[src/rtl/ahb_fifo_delay_ctrl_if.sv]
// rtl/ahb_fifo_delay_ctrl_if.sv - bus bundle for the delayed-release FIFO controller
interface ahb_fifo_delay_ctrl_if #(
    parameter int DW    = 32,
    parameter int DEPTH = 4
);
    localparam int CW = $clog2(DEPTH) + 1;

    logic          in_vld;
    logic [DW-1:0] in_data;
    logic [31:0]   in_delay;
    logic          in_rdy;
    logic          out_vld;
    logic [DW-1:0] out_data;
    logic          out_rdy;
    logic          ctrl_flush;
    logic          counter_en;
    logic [31:0]   counter_load;
    logic          counter_done;
    logic [CW-1:0] fifo_cnt;
    logic          busy;

    // Controller side
    modport slave (
        input  in_vld, in_data, in_delay, out_rdy, ctrl_flush, counter_done,
        output in_rdy, out_vld, out_data, counter_en, counter_load, fifo_cnt, busy
    );

    // Producer / consumer / counter side
    modport master (
        output in_vld, in_data, in_delay, out_rdy, ctrl_flush, counter_done,
        input  in_rdy, out_vld, out_data, counter_en, counter_load, fifo_cnt, busy
    );
endinterface

[src/rtl/ahb_fifo_delay_ctrl.sv]
// rtl/ahb_fifo_delay_ctrl.sv - FIFO whose entries are released after a per-entry counter delay
module ahb_fifo_delay_ctrl #(
    parameter int DEPTH = 4,
    parameter int DW    = 32
) (
    input  logic                  cpu_clk,
    input  logic                  cpu_rst_b,
    ahb_fifo_delay_ctrl_if.slave  bus
);
    localparam int AW = $clog2(DEPTH);
    localparam int CW = AW + 1;

    typedef enum logic [1:0] {
        S_IDLE = 2'd0,
        S_LOAD = 2'd1,
        S_WAIT = 2'd2,
        S_OUT  = 2'd3
    } state_t;

    state_t         state_q, state_d;

    logic [DW-1:0]  data_mem_q  [DEPTH];
    logic [31:0]    delay_mem_q [DEPTH];

    logic [AW-1:0]  wr_ptr_q, wr_ptr_d;
    logic [AW-1:0]  rd_ptr_q, rd_ptr_d;
    logic [CW-1:0]  cnt_q, cnt_d;

    logic           full;
    logic           empty;
    logic           push;
    logic           pop;
    logic           counter_en;
    logic           out_vld;

    assign full  = (cnt_q == CW'(DEPTH));
    assign empty = (cnt_q == '0);

    // A full FIFO refuses pushes even when the head leaves this cycle; flush drops both.
    assign push  = bus.in_vld && !full && !bus.ctrl_flush;
    assign pop   = (state_q == S_OUT) && bus.out_rdy && !bus.ctrl_flush;

    // Pointer and occupancy next-state; pointers wrap naturally at AW bits.
    always_comb begin
        wr_ptr_d = wr_ptr_q;
        rd_ptr_d = rd_ptr_q;
        cnt_d    = cnt_q;
        if (bus.ctrl_flush) begin
            wr_ptr_d = '0;
            rd_ptr_d = '0;
            cnt_d    = '0;
        end else begin
            if (push) begin
                wr_ptr_d = wr_ptr_q + AW'(1);
            end
            if (pop) begin
                rd_ptr_d = rd_ptr_q + AW'(1);
            end
            case ({push, pop})
                2'b10:   cnt_d = cnt_q + CW'(1);
                2'b01:   cnt_d = cnt_q - CW'(1);
                default: cnt_d = cnt_q;
            endcase
        end
    end

    // Pointer and occupancy registers.
    always_ff @(posedge cpu_clk) begin
        if (!cpu_rst_b) begin
            wr_ptr_q <= '0;
            rd_ptr_q <= '0;
            cnt_q    <= '0;
        end else begin
            wr_ptr_q <= wr_ptr_d;
            rd_ptr_q <= rd_ptr_d;
            cnt_q    <= cnt_d;
        end
    end

    // Entry storage; contents need no reset because occupancy guards every read.
    always_ff @(posedge cpu_clk) begin
        if (cpu_rst_b && push) begin
            data_mem_q[wr_ptr_q]  <= bus.in_data;
            delay_mem_q[wr_ptr_q] <= bus.in_delay;
        end
    end

    // FSM state register.
    always_ff @(posedge cpu_clk) begin
        if (!cpu_rst_b) begin
            state_q <= S_IDLE;
        end else begin
            state_q <= state_d;
        end
    end

    // FSM next-state and Moore outputs; OUT always drops the enable so each LOAD gets a fresh edge.
    always_comb begin
        state_d    = state_q;
        counter_en = 1'b0;
        out_vld    = 1'b0;
        case (state_q)
            S_IDLE: begin
                if (!empty) begin
                    state_d = S_LOAD;
                end
            end
            S_LOAD: begin
                counter_en = 1'b1;
                state_d    = S_WAIT;
            end
            S_WAIT: begin
                counter_en = 1'b1;
                if (bus.counter_done) begin
                    state_d = S_OUT;
                end
            end
            S_OUT: begin
                out_vld = 1'b1;
                if (bus.out_rdy) begin
                    state_d = (cnt_d != '0) ? S_LOAD : S_IDLE;
                end
            end
            default: state_d = S_IDLE;
        endcase
        if (bus.ctrl_flush) begin
            state_d = S_IDLE;
        end
    end

    assign bus.in_rdy       = !full;
    assign bus.fifo_cnt     = cnt_q;
    assign bus.counter_en   = counter_en;
    assign bus.out_vld      = out_vld;
    assign bus.busy         = (state_q != S_IDLE);
    assign bus.counter_load = empty ? 32'd0 : delay_mem_q[rd_ptr_q];
    assign bus.out_data     = empty ? '0 : data_mem_q[rd_ptr_q];

endmodule
[src/flat_wrapper.sv]
// flat-port wrapper written by rule: the top's interface ports become plain ports
module ahb_fifo_delay_ctrl_flat 
#(
    parameter int DEPTH = 4,
    parameter int DW    = 32
)
  (cpu_clk, cpu_rst_b, bus_in_vld, bus_in_data, bus_in_delay, bus_out_rdy, bus_ctrl_flush, bus_counter_done, bus_in_rdy, bus_out_vld, bus_out_data, bus_counter_en, bus_counter_load, bus_fifo_cnt, bus_busy);
  ahb_fifo_delay_ctrl_if #(.DW(DW), .DEPTH(DEPTH)) bus_i ();
  input  logic cpu_clk;
  input  logic cpu_rst_b;
  input wire logic [$bits(bus_i.in_vld)-1:0] bus_in_vld;
  input wire logic [$bits(bus_i.in_data)-1:0] bus_in_data;
  input wire logic [$bits(bus_i.in_delay)-1:0] bus_in_delay;
  input wire logic [$bits(bus_i.out_rdy)-1:0] bus_out_rdy;
  input wire logic [$bits(bus_i.ctrl_flush)-1:0] bus_ctrl_flush;
  input wire logic [$bits(bus_i.counter_done)-1:0] bus_counter_done;
  output wire logic [$bits(bus_i.in_rdy)-1:0] bus_in_rdy;
  output wire logic [$bits(bus_i.out_vld)-1:0] bus_out_vld;
  output wire logic [$bits(bus_i.out_data)-1:0] bus_out_data;
  output wire logic [$bits(bus_i.counter_en)-1:0] bus_counter_en;
  output wire logic [$bits(bus_i.counter_load)-1:0] bus_counter_load;
  output wire logic [$bits(bus_i.fifo_cnt)-1:0] bus_fifo_cnt;
  output wire logic [$bits(bus_i.busy)-1:0] bus_busy;
  assign bus_i.in_vld = bus_in_vld;
  assign bus_i.in_data = bus_in_data;
  assign bus_i.in_delay = bus_in_delay;
  assign bus_i.out_rdy = bus_out_rdy;
  assign bus_i.ctrl_flush = bus_ctrl_flush;
  assign bus_i.counter_done = bus_counter_done;
  assign bus_in_rdy = bus_i.in_rdy;
  assign bus_out_vld = bus_i.out_vld;
  assign bus_out_data = bus_i.out_data;
  assign bus_counter_en = bus_i.counter_en;
  assign bus_counter_load = bus_i.counter_load;
  assign bus_fifo_cnt = bus_i.fifo_cnt;
  assign bus_busy = bus_i.busy;
  ahb_fifo_delay_ctrl #(.DEPTH(DEPTH), .DW(DW)) u_core (.cpu_clk(cpu_clk), .cpu_rst_b(cpu_rst_b), .bus(bus_i));
endmodule
[config.mk]
export PLATFORM = sky130hd
export DESIGN_NAME = ahb_fifo_delay_ctrl_flat
export DESIGN_NICKNAME = d
export VERILOG_FILES = /design/src/rtl/ahb_fifo_delay_ctrl_if.sv /design/src/rtl/ahb_fifo_delay_ctrl.sv /design/src/flat_wrapper.sv
export SDC_FILE = /design/constraint.sdc
export NUM_CORES = 1
export LEC_CHECK = 0
export CORE_ASPECT_RATIO = 0.6
export CORE_UTILIZATION = 57
export CTS_BUF_LIST = sky130_fd_sc_hd__clkbuf_2
export DETAILED_ROUTE_END_ITERATION = 6
export PLACE_DENSITY_LB_ADDON = 0.3
export SLEW_MARGIN = 20
export SYNTH_ARGS = -nofsm -noshare
export SYNTH_HDL_FRONTEND = slang
export SYNTH_SLANG_ARGS = --single-unit
export TNS_END_PERCENT = 10
[constraint.sdc]
create_clock -name cpu_clk -period 3.3 [get_ports cpu_clk]
set_clock_uncertainty 0.15 [all_clocks]
set_input_delay 0.33 -clock cpu_clk [delete_from_list [all_inputs] [get_ports cpu_clk]]
set_output_delay 0.33 -clock cpu_clk [all_outputs]
set_load 0.01 [all_outputs]
==> reports/qor.csv <==
metric,value,unit
run_status,"complete, no violations",
syn_area,0.0103,mm^2
cts_buffers,57,
numPortBuffers,140,
netlist_top_cells_count,"edfxtp_1 (256), nor2b_1 (65), mux4_2 (64)",
nets,810,
ys_ff_latch,267,
dp_cells,847,
drc_errors,0,
antenna_cells,0,
slowest_delay,0.59,ns
path_cells,buf_4 > mux4_2 > nor2b_1 > clkdlybuf4s50_1,
grt_pass1_vias,5868,
synth_cell_types,28,
gp_congestion,0.834,
start_util,59.1,%
slew_viol_final,0,
yosysMostFrequentCell,edfxtp_1,
clockBufferDepth,3,
finalHoldViolCount,0,
htreeDepth,2,
critPathMaxFanout,24,
grtUsageTotal,22.7,%
finalCritPeriodShare,96.0,%
avgSynthCellArea,21.5,um^2
p_leak,0.00443,uW
cap_violations,0,
dieArea,0.0186,mm^2
tightest_slew,0.662,ns
synth_top_area_share,74.7,%
worst_slack,0.132,ns
clock_latency,0.77,ns
critical_path_required,2.82,ns
synth_nets,558,
cp.arrival,2.69,ns
rsz0062_at_grt,true,
cts_tree,done,
core,0.0174,mm^2
wire_per_inst,20.1,um
path_delay_family,buffers and inverters,
die_h,106,um
slowest_stage,dfxtp_4,
cp_num_buf_inv,2,
vias_per_cell,5.42,
critical_path_class,flop to output port,
synthTopCellsByArea,"edfxtp_1 (75%), mux4_2 (14%), nor2b_1 (4.0%)",
rows,37,
grt_pass1_wl,31400,um
grt_overflow_total,0,
synth-edff-count,256,
synthArstFlopShare,0,%
yosysSeqAreaShare,76.8,%
wl,20100,um
clk_root_buffer_cell,clkbuf_2,
slew_headroom,55.9,%
crit_path_end_kind,output port,
fp.dieW,175,um
synth_top_flop_cell,edfxtp_1,
drt_first_pass_iters,5,
grt_start_max_net_pins,34,
holdWs,0.0910,ns
start_kind,flop,
synth_top_cell_by_area,edfxtp_1,
final_layout_size_suffix_gt1_share,23.5,%
hold_path.class,input port to flop,
antenna_found_initial,0,
clkTransAtPathRegs,0.10,ns
finalSetupViolCount,0,
power_density,450,mW/mm^2
ant_nets,0,
dpl.hpwl,11900,um
vias,5433,
syn2layout_area_growth,28.2,%
period_needed,3.17,ns
synth_warnings,0,
fmax,316,MHz
io_pins,141,
clock_sinks,267,
peakVddDrop,0.289,mV
place_ws,0.360,ns
synthCells,478,
drtIter0Drc,406,
final_cells,1003,
-- worst register-to-register path, cell delays in order, from the launching register on --
cell,delay [ns]
dfxtp_1,0.51
or3b_2,0.20
nand2_1,0.12
or2_2,0.30
ha_1,0.22
fa_1,0.38
xnor2_1,0.15
or3_1,0.32
and4_1,0.22
nor3b_1,0.18
-- power by group --
group          internal, uW  switching, uW  leakage (uW)  total [uW]
sequential             3740           9.86       0.00240        3750
combinational           190            131       0.00164         321
clock                   699           1160      0.000386        1860
-- per-layer routing --
layer  global-route usage (%)  vias to the layer above  share of wire, %
met5                        0                        -                 0
met4                     6.21                        0              0.92
met3                     6.90                       19               7.6
met2                     36.5                      214                49
met1                     30.6                     2754                42
li1                         -                     2446                 -
-- kinds of logic after synthesis --
logic type,Yosys count,share of synthesized area (%)
fa+ha+maj,10,1.29
xor+xnor,5,0.426
compound gates,6,0.365
buf+inv,29,1.35
flops,267,76.8
simple gates,95,5.54
mux,66,14.2
-- layout make-up --
type,instances,area (um^2)
repair buffers,215,2220
well taps,234,293
flip-flops and latches,267,7920
clock buffers,89,445
multi-input cells,182,2260
inverters,7,26.3
fillers,1070,4210
clock inverters,9,33.8
-- layout by cell type (no fill, tap or decap), types with 2 or more instances in the layout --
cell             instances
inv_1                    7
o21ai_0                  2
xnor2_1                  3
xor2_1                   2
dfxtp_1                  9
mux4_2                  64
a21oi_1                  2
clkinv_1                 8
clkdlybuf4s50_1        132
nand2_1                  3
dlygate4sd3_1           57
mux2i_1                  2
nand2b_1                 2
nor2_1                   9
nor3b_1                  3
dlymetal6s2s_1           8
buf_12                   6
ha_1                     9
edfxtp_1               256
buf_4                   11
nand3_1                  2
dfxtp_4                  2
clkbuf_2                89
nor2b_1                 65
and2_4                   4
-- flip-flops by register name, summed over array words and instances, names as in the netlist, named ones only --
| name | count |
|---|---|
| u_core.wr_ptr_q | 2 |
| u_core.data_mem_q | 128 |
| u_core.rd_ptr_q | 2 |
| u_core.delay_mem_q | 128 |
| u_core.state_q | 2 |
| u_core.bus.fifo_cnt | 3 |
-- repair_timing --
| item | in CTS | in global routing |
|---|---|---|
| hold buffers | 55 | 2 |
| pin swaps | 0 | 0 |
| gates resized for setup | 1 | 9 |
| buffers inserted | 1 | 0 |
| setup endpoints to repair | 64 | 12 |
| cloned | 0 | 0 |
| hold endpoints to repair | 190 | 6 |
-- metrics by stage --
step | cell area (um^2) | TNS [ns] | total power [uW] | utilization [%]
global route | 13200 | -0.0598 | 6180 | 75.8
detailed placement | 12100 | 0 | 4090 | 69.6
CTS | 13100 | 0 | 5990 | 75.5
global placement | 12100 | 0 | 4080 | 69.6
finish | 13200 | 0 | 5940 | 75.8
floorplan | 10300 | 0 | 3910 | -
-- path summary, 6_finish.rpt --
path / from / end / slack (ns) / cells past startpoint
max: flop / bus_counter_load[22] / 0.13 / 4
min: bus_in_delay[11] / u_core.delay_mem_q[3][11]$_DFFE_PP_ / 0.09 / 1
min reg2reg: u_core.wr_ptr_q[1]$_SDFFE_PP0P_ / u_core.wr_ptr_q[1]$_SDFFE_PP0P_ / 0.36 / 2
max reg2reg: u_core.bus.fifo_cnt[0]$_SDFF_PN0_ / u_core.state_q[0]$_SDFFE_PP0P_ / 0.48 / 9
No activity file was read; power rests on OpenSTA's default activity.
